`src/rtl/rr_lock_arbiter.sv`:
```
// Round-robin arbiter with grant locking and a per-grant hold limit.
// The owner keeps the resource until it drops its request or uses up MAX_HOLD cycles.
module rr_lock_arbiter #(
    parameter int N        = 4,
    parameter int MAX_HOLD = 8
) (
    input  logic                 clk,
    input  logic                 rst_n,
    input  logic [N-1:0]         req,
    output logic [N-1:0]         grant,
    output logic                 grant_valid,
    output logic [$clog2(N)-1:0] grant_id
);

    localparam int          IW   = $clog2(N);
    localparam int          HW   = $clog2(MAX_HOLD + 1);
    localparam int unsigned NU   = N;
    localparam logic [HW-1:0] HMAX = HW'(MAX_HOLD);

    typedef enum logic {IDLE, BUSY} state_t;

    state_t        state, state_n;
    logic [IW-1:0] ptr, ptr_n;
    logic [IW-1:0] id_n;
    logic [HW-1:0] hcnt, hcnt_n;
    logic [N-1:0]  grant_n;
    logic [N-1:0]  cand;
    logic          found;
    logic [IW-1:0] sel;
    int unsigned   j;

    function automatic logic [IW-1:0] next_ptr(input logic [IW-1:0] k);
        return (k == IW'(N - 1)) ? '0 : k + 1'b1;
    endfunction

    // Clearing the owner bit is a no-op in IDLE (grant is zero there),
    // so the same candidate scan serves both initial grant and handoff.
    always_comb begin
        cand  = req & ~grant;
        found = 1'b0;
        sel   = '0;
        j     = 0;
        for (int unsigned i = 0; i < NU; i++) begin
            j = {{(32-IW){1'b0}}, ptr} + i;
            if (j >= NU) j = j - NU;
            if (!found && cand[j[IW-1:0]]) begin
                found = 1'b1;
                sel   = j[IW-1:0];
            end
        end
    end

    always_comb begin
        state_n = state;
        ptr_n   = ptr;
        hcnt_n  = hcnt;
        grant_n = grant;
        id_n    = grant_id;
        case (state)
            IDLE: begin
                if (found) begin
                    state_n      = BUSY;
                    grant_n      = '0;
                    grant_n[sel] = 1'b1;
                    id_n         = sel;
                    hcnt_n       = HW'(1);
                    ptr_n        = next_ptr(sel);
                end
            end
            BUSY: begin
                if (req[grant_id] && hcnt < HMAX) begin
                    hcnt_n = hcnt + 1'b1;
                end else if (found) begin
                    grant_n      = '0;
                    grant_n[sel] = 1'b1;
                    id_n         = sel;
                    hcnt_n       = HW'(1);
                    ptr_n        = next_ptr(sel);
                end else if (req[grant_id]) begin
                    hcnt_n = HW'(1);
                end else begin
                    state_n = IDLE;
                    grant_n = '0;
                    id_n    = '0;
                    hcnt_n  = '0;
                end
            end
            default: begin
                state_n = IDLE;
                grant_n = '0;
                id_n    = '0;
                hcnt_n  = '0;
            end
        endcase
    end

    always_ff @(posedge clk or negedge rst_n) begin
        if (!rst_n) begin
            state       <= IDLE;
            ptr         <= '0;
            hcnt        <= '0;
            grant       <= '0;
            grant_id    <= '0;
            grant_valid <= 1'b0;
        end else begin
            state       <= state_n;
            ptr         <= ptr_n;
            hcnt        <= hcnt_n;
            grant       <= grant_n;
            grant_id    <= id_n;
            grant_valid <= |grant_n;
        end
    end

endmodule
```
`config.mk`:
```
export PLATFORM = sky130hd
export DESIGN_NAME = rr_lock_arbiter
export DESIGN_NICKNAME = d
export VERILOG_FILES = /design/src/rtl/rr_lock_arbiter.sv
export SDC_FILE = /design/constraint.sdc
export NUM_CORES = 1
export LEC_CHECK = 0
export BUFFER_PORTS_ARGS = -buffer_cell sky130_fd_sc_hd__buf_2
export CAP_MARGIN = 15
export CORE_ASPECT_RATIO = 1.2
export CORE_MARGIN = 2
export CORE_UTILIZATION = 49
export DETAILED_ROUTE_END_ITERATION = 16
export GPL_TIMING_DRIVEN = 0
export HOLD_SLACK_MARGIN = 0.02
export PLACE_DENSITY = 0.79
export SLEW_MARGIN = 10
export SYNTH_ARGS = -nofsm -noshare
export SYNTH_HDL_FRONTEND = slang
export SYNTH_SLANG_ARGS = --single-unit
```
`constraint.sdc`:
```
create_clock -name clk -period 2.3 [get_ports clk]
set_clock_uncertainty 0.05 [all_clocks]
set_input_delay 0.46 -clock clk [delete_from_list [all_inputs] [get_ports clk]]
set_output_delay 0.46 -clock clk [all_outputs]
set_load 0.02 [all_outputs]
```
==> results.env <==
RUN_STATUS='finished clean'
STARTPOINT_TYPE='register'
POWER_LEAKAGE_nW=0.525
ANTENNA-DIODE-COUNT=0
CLKLATENCYLATEPIN_NS=0.29
DRT-PASS1-ITER-COUNT=4
FINAL_WORST_PATH_PERIOD_NEED_NS=2.20
SYNTH_AREA_PER_CELL_SQ_UM=11.7
SYNTH-SEQ-CELLS=14
IO_PINS=13
FIN_CRIT_SH=0.958
HTREE_NUM_LEVELS=1
SYNTHESIS.YOSYS.WARNINGS=0
CTS_TREE='built'
SLEW_VIOL_FINAL=0
POST_ROUTE_CELLS_DRIVE_ABOVE_1_SHARE=0.550
VIAS=690
PLACED_AREA_SQ_UM=951
WORST_SLEW_MARGIN_REL=0.659
INITIAL_CORE_UTIL=0.522
LAYOUT.NETS=113
PRE_CTS_WS_NS=-0.235
WORST-PATH-MAX-FANOUT=5
GLOBALPLACE.CONGESTION=0.793
DIE_WIDTH_UM=41.9
NUMPORTBUFFERS=12
SYNTHCELLS=72
CORE_AR_SQ_UM=1620
TOTAL_SWITCHING_POWER_W=0.000646
IR_DROP_V=0.000801
MOSTFREQUENTLAYOUTCELLS='buf_2, buf_4, dfrtp_1'
SETUP.WORST_PATH.END_CLASS='register'
REGISTER_AREA_SHARE_AFTER_SYNTHESIS=0.414
CLOCKROOTBUFFER='clkbuf_4'
SYNTH.CELL_AREA_SQ_UM=846
PWR-SHARE-COMB=0.602
FIN_TNS_SETUP_NS=0
SYNTH_FP_NETS=83
CTS-BUFFERS-INSERTED=3
GRT.MET1_USAGE=0.219
DRT-TOTAL-WL_MM=1.89
INTERNAL-POWER_W=0.000891
HOLD_VIOLATIONS=0
FINISH.INSTANCE_AREA_SQ_UM=1120
FIRST_GLOBAL_VIAS=622
GLOBALROUTEMET3UTIL=0.0696
GRT_START_MAX_NET_PINS=15
MAX-CAP-VIOLATIONS=0
LAYER_CARRYING_THE_MOST_GLOBAL_ROUTE_USAGE='met2'
CRIT_PATH_KIND='reg2reg'
YS_TOP_CELLS_BY_AREA='dfrtp_1, ha_1, a22o_1, mux2_2, mux4_2'
CLKSLEWWORSTSETUPHOLDPATHS_NS=0.08
CRIT_ARRIVAL_NS=2.32
CLOCK_PATH_BUFFERS=2
ANT_NETS=0
AVGROUTEDWIREPERCELL_UM=16.1
HPWL_MM=1.25
GRT_OVERFLOW=0
YOSYSTOPAREACELL='dfrtp_1'
HOLD_PATH.CLASS='reg2reg'
CTS.SINKS=14
GRT_FIRST_PASS_WIRELENGTH_MM=2.91
USE_MET2=0.320
YOSYS.CELL_TYPES.COUNT=37
P_SW_FRAC=0.420
PLACEMENTROWS=16
GRT_ANTENNA_BEFORE_REPAIR=0
ROUTE.DETAILED.VIAS_PER_INST=5.85
SEQ_POWER_SHARE=0.305
SYN_TO_FINAL_GROWTH_PCT=33.0
DIE-AREA_SQ_UM=2080
SYNTH_LARGEST_TYPE_AREA_FRACTION=0.414
MAX_FREQ_MHz=454
SHARE_CLK_OF_TOTAL_POWER=0.092
GRTUSAGETOTAL=0.187
REMAINING_DRC_ERRORS=0
NUM-FILL-CELLS=109
WORST_EP_REQUIRED_TIME_NS=2.41
SETUP-VIOLATIONS-FINAL=0
POWER.DENSITY_CELL_AREA_nW_PER_UM2=1370
FP.DIEH_UM=49.5
INITIALDRTVIOLATIONCOUNT=7
POST-ROUTE-WORST-SETUP-SLACK_NS=0.0974
TIMING_WORST_SLEW_PIN_VALUE_NS=0.511
-- final timing paths --
path | start | end | slack [ns] | cells past startpoint
hold reg to reg | hcnt[3]$_DFFE_PN0P_ | hcnt[3]$_DFFE_PN0P_ | 0.47 | 1
setup reg to reg | grant[1]$_DFF_PN0_ | grant_valid$_DFF_PN0_ | 0.1 | 8
hold / removal | hcnt[3]$_DFFE_PN0P_ | hcnt[3]$_DFFE_PN0P_ | 0.47 | 1
setup / recovery | grant[1]$_DFF_PN0_ | grant_valid$_DFF_PN0_ | 0.1 | 8
min in group asynchronous | rst_n | grant[0]$_DFF_PN0_ | 0.53 | 2
max in group asynchronous | rst_n | ptr[1]$_DFFE_PN0P_ | 1.42 | 2
-- area by class of cell --
class / instances / area (sq um) / share of cell area
multi-input combinational: 55 / 554 / 0.493
sequential: 14 / 354 / 0.315
inverter: 3 / 11.3 / 0.0100
timing repair buffer: 25 / 160 / 0.142
clock buffer: 3 / 22.5 / 0.0200
tap: 18 / 22.5 / 0.0200
-- cell usage after synthesis (all sizes together) --
cell	number
a211oi	1
nor2b	3
nor2	2
mux2	2
a22o	4
dfrtp	14
nor3	1
or2b	1
nor3b	2
a31o	1
mux2i	2
a21o	1
a21boi	1
inv	3
a21oi	3
o21ai	2
nand3b	1
o2bb2ai	1
a311oi	1
or4	3
o22ai	2
o21a	1
ha	5
nand3	1
nand2	4
a32o	1
nand2b	2
a2bb2oi	1
mux4	1
nor4	1
nor4b	1
nand4	1
and2b	2
-- registers in the layout (all words and copies together), names as in the netlist --
name,cells
grant,4
hcnt,4
grant_id,2
ptr,2
grant_valid,1
state,1
-- kinds of logic after synthesis --
family | Yosys count | share of synthesized area
buffers and inverters | 3 | 0.0133
multiplexers | 5 | 0.0769
flip-flops | 14 | 0.414
AO/OA/AOI/OAI | 20 | 0.206
AND/OR/NAND/NOR | 25 | 0.216
adder cells (fa/ha/maj) | 5 | 0.0740
-- metal layers --
metal,share of wire,routed length (um)
met5,0,0
met4,0.016,31
met3,0.041,77
met2,0.52,976
met1,0.43,808
-- power groups by stage --
stage	Sequential, W	Clock [W]	Combinational, W
3_5_place_dp	0.000461	0	0.000733
6_report	0.000469	0.000142	0.000926
3_3_place_gp	0.000457	0	0.000713
2_1_floorplan	0.000494	0	0.000529
4_1_cts	0.000455	0.000145	0.000757
5_1_grt	0.000483	0.000158	0.00101
-- critical path, stage by stage, from the launching register on --
cell	delay [ns]
dfrtp_1	0.41
and2b_2	0.31
nor2_4	0.05
a211oi_4	0.29
inv_2	0.09
ha_4	0.16
or4_4	0.50
mux2i_1	0.14
o21ai_1	0.07
-- per-stage QoR --
stage               power (W)  hold WS, ns  instances   util
floorplan             0.00102        0.114         72      -
global placement      0.00117        0.318        102  0.586
detailed placement    0.00119        0.317        102  0.586
CTS                   0.00136        0.473        107  0.615
global route          0.00165        0.491        118  0.694
finish                0.00154        0.469        118  0.694
-- what timing repair did --
item,4_1_cts,5_1_grt
setup buffers,1,11
pin swaps,1,4
hold buffers,1,0
endpoints found under the hold margin,14,0
setup endpoints to repair,1,1
resized for setup,1,15
No activity file was read; power rests on OpenSTA's default activity.
